$ cat src/rtl/add32_sequencer.sv
// 32-bit adder sequencer: splits each addition into two passes through an external
// 16-bit ripple-carry adder (low half, then high half). Optional ovf output: ADD32_SEQ_OVF_EN.
module add32_sequencer (
    input  logic        clk,
    input  logic        rst,
    input  logic        in_valid,
    output logic        in_ready,
    input  logic [31:0] a,
    input  logic [31:0] b,
    input  logic        cin,
    output logic [15:0] add_a,
    output logic [15:0] add_b,
    output logic        add_cin,
    input  logic [15:0] add_s,
    input  logic        add_cout,
    output logic        out_valid,
    input  logic        out_ready,
    output logic [31:0] sum,
    output logic        cout,
`ifdef ADD32_SEQ_OVF_EN
    output logic        ovf,
`endif
    output logic [1:0]  dbg_state_o
);

    // Handshakes: a transfer happens on a rising edge where valid && ready are both 1;
    // valid never depends combinationally on ready, and results hold while out_valid waits.
    typedef enum logic [1:0] {IDLE = 2'd0, LO = 2'd1, HI = 2'd2, DONE = 2'd3} state_t;

    state_t      state_q, state_d;
    logic [31:0] a_q, a_d;
    logic [31:0] b_q, b_d;
    logic        cin_q, cin_d;
    logic        c_q, c_d;
    logic [31:0] sum_q, sum_d;
    logic        cout_q, cout_d;
`ifdef ADD32_SEQ_OVF_EN
    logic        ovf_q, ovf_d;
`endif

    always_comb begin
        state_d   = state_q;
        a_d       = a_q;
        b_d       = b_q;
        cin_d     = cin_q;
        c_d       = c_q;
        sum_d     = sum_q;
        cout_d    = cout_q;
`ifdef ADD32_SEQ_OVF_EN
        ovf_d     = ovf_q;
`endif
        in_ready  = 1'b0;
        out_valid = 1'b0;
        add_a     = 16'h0000;
        add_b     = 16'h0000;
        add_cin   = 1'b0;

        unique case (state_q)
            IDLE: begin
                in_ready = 1'b1;
                if (in_valid) begin
                    a_d     = a;
                    b_d     = b;
                    cin_d   = cin;
                    state_d = LO;
                end
            end
            LO: begin
                add_a        = a_q[15:0];
                add_b        = b_q[15:0];
                add_cin      = cin_q;
                sum_d[15:0]  = add_s;
                c_d          = add_cout;
                state_d      = HI;
            end
            HI: begin
                add_a        = a_q[31:16];
                add_b        = b_q[31:16];
                add_cin      = c_q;
                sum_d[31:16] = add_s;
                cout_d       = add_cout;
`ifdef ADD32_SEQ_OVF_EN
                // Signed overflow: operands agree in sign but the result sign differs.
                ovf_d        = (a_q[31] == b_q[31]) && (add_s[15] != a_q[31]);
`endif
                state_d      = DONE;
            end
            DONE: begin
                out_valid = 1'b1;
                if (out_ready) begin
                    state_d = IDLE;
                end
            end
            default: state_d = IDLE;
        endcase
    end

    always_ff @(posedge clk) begin
        if (rst) begin
            state_q <= IDLE;
            a_q     <= 32'h0;
            b_q     <= 32'h0;
            cin_q   <= 1'b0;
            c_q     <= 1'b0;
            sum_q   <= 32'h0;
            cout_q  <= 1'b0;
`ifdef ADD32_SEQ_OVF_EN
            ovf_q   <= 1'b0;
`endif
        end else begin
            state_q <= state_d;
            a_q     <= a_d;
            b_q     <= b_d;
            cin_q   <= cin_d;
            c_q     <= c_d;
            sum_q   <= sum_d;
            cout_q  <= cout_d;
`ifdef ADD32_SEQ_OVF_EN
            ovf_q   <= ovf_d;
`endif
        end
    end

    assign sum         = sum_q;
    assign cout        = cout_q;
`ifdef ADD32_SEQ_OVF_EN
    assign ovf         = ovf_q;
`endif
    assign dbg_state_o = state_q;

endmodule

$ cat config.mk
export PLATFORM = sky130hd
export DESIGN_NAME = add32_sequencer
export DESIGN_NICKNAME = d
export VERILOG_FILES = /design/src/rtl/add32_sequencer.sv
export SDC_FILE = /design/constraint.sdc
export NUM_CORES = 1
export LEC_CHECK = 0
export BUFFER_PORTS_ARGS = -buffer_cell sky130_fd_sc_hd__buf_2
export CORE_AREA = 5 5 104 106
export CTS_CLUSTER_SIZE = 28
export DETAILED_ROUTE_END_ITERATION = 6
export DIE_AREA = 0 0 109 111
export PLACE_DENSITY = 0.83
export REMOVE_ABC_BUFFERS = 1
export SYNTH_ARGS = -nofsm -noshare
export SYNTH_HDL_FRONTEND = slang
export SYNTH_SLANG_ARGS = --single-unit
$ cat constraint.sdc
create_clock -name clk -period 1.6 [get_ports clk]
set_clock_uncertainty 0.2 [all_clocks]
set_input_delay 0.08 -clock clk [delete_from_list [all_inputs] [get_ports clk]]
set_output_delay 0.08 -clock clk [all_outputs]
set_load 0.05 [all_outputs]
==> parameters.txt <==
Parameter                              Value

Logic synthesis
  Count of mapped cells out of synthesis    488
  Leading post-synthesis cells by cell area    dfxtp_1, nand2_1, mux2i_1
  Area of the mapped netlist    0.00420 mm^2
  FFs w/ async S/R, synth    0
  Number of flops mapped to enable cells by yosys    0
  Top cell type's share of synthesized area    0.481
  Distinct cell type count after synthesis    20
  Post-synthesis cell type with the largest combined area    dfxtp_1
  Synth Flop Type    dfxtp_1
  Yosys synthesis warning count    0
  Syn_area_per_cell    8.61 um^2
  Count of state elements after synthesis    101
  Top-count cell post-synth    nand2_1
  Portion of the post-synthesis area used by sequential elements    0.481
  Cell types with the highest counts after synthesis    nand2_1, dfxtp_1, a21oi_1

Timing
  Final hold viol count    0
  Final setup margin    -0.333 ns
  Actual slew at the worst max-slew pin    0.256 ns
  Pins over their slew limit    0
  Setup repair after global routing missed its margin    yes
  Maximum clock frequency    517 MHz
  Final Cycle Share    1.21
  Setup-failing EPs final    44
  Worst rel slew slack    0.829
  Fin crit period    1.93 ns

Detailed routing
  Count of vias placed by the detailed router    4440
  Post-DR vias/cell    5.10
  Number of DRC markers in iteration 0    320
  Final antenna-violating net count    0
  Number of iterations in the first detailed-routing pass    4
  Post-Route WL    15.1 mm
  Detailed-route DRC error count    0
  Post-detailed-route wirelength per cell    17.3 um

Floorplan
  Floorplan die width    109 um
  Core area    0.00968 mm^2
  Die Span Y    111 um
  Cell Rows    36
  Initial core utilization    0.434
  Num ports    156
  Area of the die    0.0121 mm^2

Finish
  Fillers    676
  Area overhead of the layout relative to synthesis    65.4%
  Proportion of layout cells with a drive suffix above 1    0.388
  Number of nets in the layout    820

Power and ir drop
  Seq pwr share    0.336
  Relative contribution of the clock network to total power    0.154
  Switching power as a share of total power    0.410
  Power dissipated by switching net loads    3.98 mW
  P_int    5.74 mW
  Worst-case vdd ir drop    912 uV
  Static leakage power    2.82 nW
  Power density relative to cell area    1400 mW/mm^2
  Total power consumption of the routed design    9.72 mW
  Combinational cell fraction of total power    0.511

Placement
  Place WS    -0.0789 ns
  Placer Congestion    0.747
  Port bufs    155
  HPWL after detailed placement    7.74 mm

Clocking
  Number of buffers between clock root and the deepest sink    2
  Clock buffer count from CTS    9
  H-tree lvl count    3
  Clock root cell    clkbuf_8
  Number of sinks on the clock net    101
  Clock tree from TritonCTS    built
  Clock-pin slew of the registers on the worst-case setup and hold paths    0.10 ns
  Worst skew pair latency    0.36 ns

Run
  Number of maximum-capacitance violations    0

Setup path
  Required time of the worst setup path    1.32 ns
  Class of the most critical setup path    flop to primary output
  Slowest stage cell, crit path    dfxtp_4
  Startpoint type of the worst setup path    flop
  CP max FO    11
  Most frequent CP cell    buf_6
  Worst endpoint data arrival time    1.65 ns
  Crit path cell chain    buf_6, ha_4, clkbuf_16, a22oi_2, nor2b_1, buf_6
  Type of destination of the critical path    primary output
  Longest individual stage delay on the worst path    0.37 ns

GRT
  Pin count of the biggest net entering global routing    53
  Global-route wire length before repair    23.0 mm
  Global route total overflow    0
  Initial antenna violation count    3
  Via count of the first global-routing pass    4774
  Global router's overall resource usage    0.239

Min path
  Worst hold path type    flop to flop

Status
  Status    finished, violations left
  Violations in the final reports    setup timing
registers in the layout (all words and copies together) (netlist names):
signal / flops
cout: 1
cin_q: 1
dbg_state_o: 2
b_q: 32
c_q: 1
sum: 32
a_q: 32
timing repair:
action / in CTS / in global routing
setup buffers: 2 / 3
hold buffers: 85 / 0
cloned: 1 / 4
gates resized for setup: 112 / 51
endpoints found under the setup margin: 44 / 61
pin swaps: 2 / 3
endpoints found under the hold margin: 101 / 0
routing by layer:
metal	part of all wire	up-vias	GRT usage
met3	0.076	48	0.0763
met1	0.37	2087	0.250
met4	0.037	0	0.118
li1	-	2093	-
met5	0	-	0
met2	0.51	212	0.421
path summary, 6_finish.rpt:
kind	cells after the start	slack [ns]	endpoint	from
max	6	-0.33	add_b[1]	dbg_state_o[0]
min	2	0.27	a_q[12]	a_q[12]
max reg2reg	7	-0.15	dbg_state_o[0]	dbg_state_o[0]
min reg2reg	2	0.27	a_q[12]	a_q[12]
power by group through the flow:
stage,clock network [mW],registers [mW],logic [mW]
2_1_floorplan,0,3.80,1.79
3_3_place_gp,0,3.21,3.66
3_5_place_dp,0,3.23,3.76
4_1_cts,1.52,3.22,4.31
5_1_grt,1.66,3.32,5.25
6_report,1.49,3.26,4.96
stage by stage:
step	utilization	hold slack (ns)	std cells	setup TNS (ns)	cell area (um^2)
3_3_place_gp	0.535	0.122	757	-0.365	5180
4_1_cts	0.685	0.263	861	-9.47	6640
3_5_place_dp	0.535	0.127	757	-1.42	5180
6_report	0.718	0.266	870	-10.10	6950
5_1_grt	0.718	0.281	870	-13.60	6950
2_1_floorplan	-	-0.0576	448	-167.06	3940
cell type report:
| cell class | instances | area, um^2 | area share |
|---|---|---|---|
| Timing Repair Buffer | 270 | 2320 | 0.334 |
| Multi-Input combinational cell | 343 | 2230 | 0.321 |
| Sequential cell | 101 | 2030 | 0.292 |
| Tap cell | 133 | 166 | 0.0239 |
| Clock buffer | 10 | 138 | 0.0198 |
| Clock inverter | 6 | 38.8 | 0.00558 |
| Inverter | 4 | 20.0 | 0.00288 |
| Antenna cell | 3 | 7.51 | 0.00108 |
cells by family after synthesis:
kind of cell               count (synthesis)  share of synthesized area
muxes                                     35                     0.0833
and+or+nand+nor                          203                      0.203
adders and majority gates                  5                     0.0149
AOI/OAI and AO/OA                        100                      0.151
buffers and inverters                     44                     0.0670
DFF                                      101                      0.481
cells in the final DEF, fill, tap and decap left out, types with 5 or more instances in the layout:
cell,netlist,routed
a21oi_1,54,52
a21oi_2,12,14
a22oi_1,33,5
a22oi_2,0,28
buf_12,1,11
buf_2,17,119
buf_4,4,12
buf_6,1,35
clkbuf_8,0,10
dfxtp_1,101,99
dlygate4sd3_1,0,85
ha_4,0,5
mux2i_1,35,32
nand2_1,133,132
nor2_1,34,34
nor2b_1,34,6
nor2b_2,0,21
nor2b_4,0,7
worst max-delay path: cells and delay by family (launching register included):
kind / cells / cell delay, ns
AO/OA/AOI/OAI: 1 / 0.20
adder cells (fa/ha/maj): 1 / 0.18
buffers and inverters: 3 / 0.46
flip-flops: 1 / 0.37
AND/OR/NAND/NOR: 1 / 0.09
No activity file was read; power rests on OpenSTA's default activity.
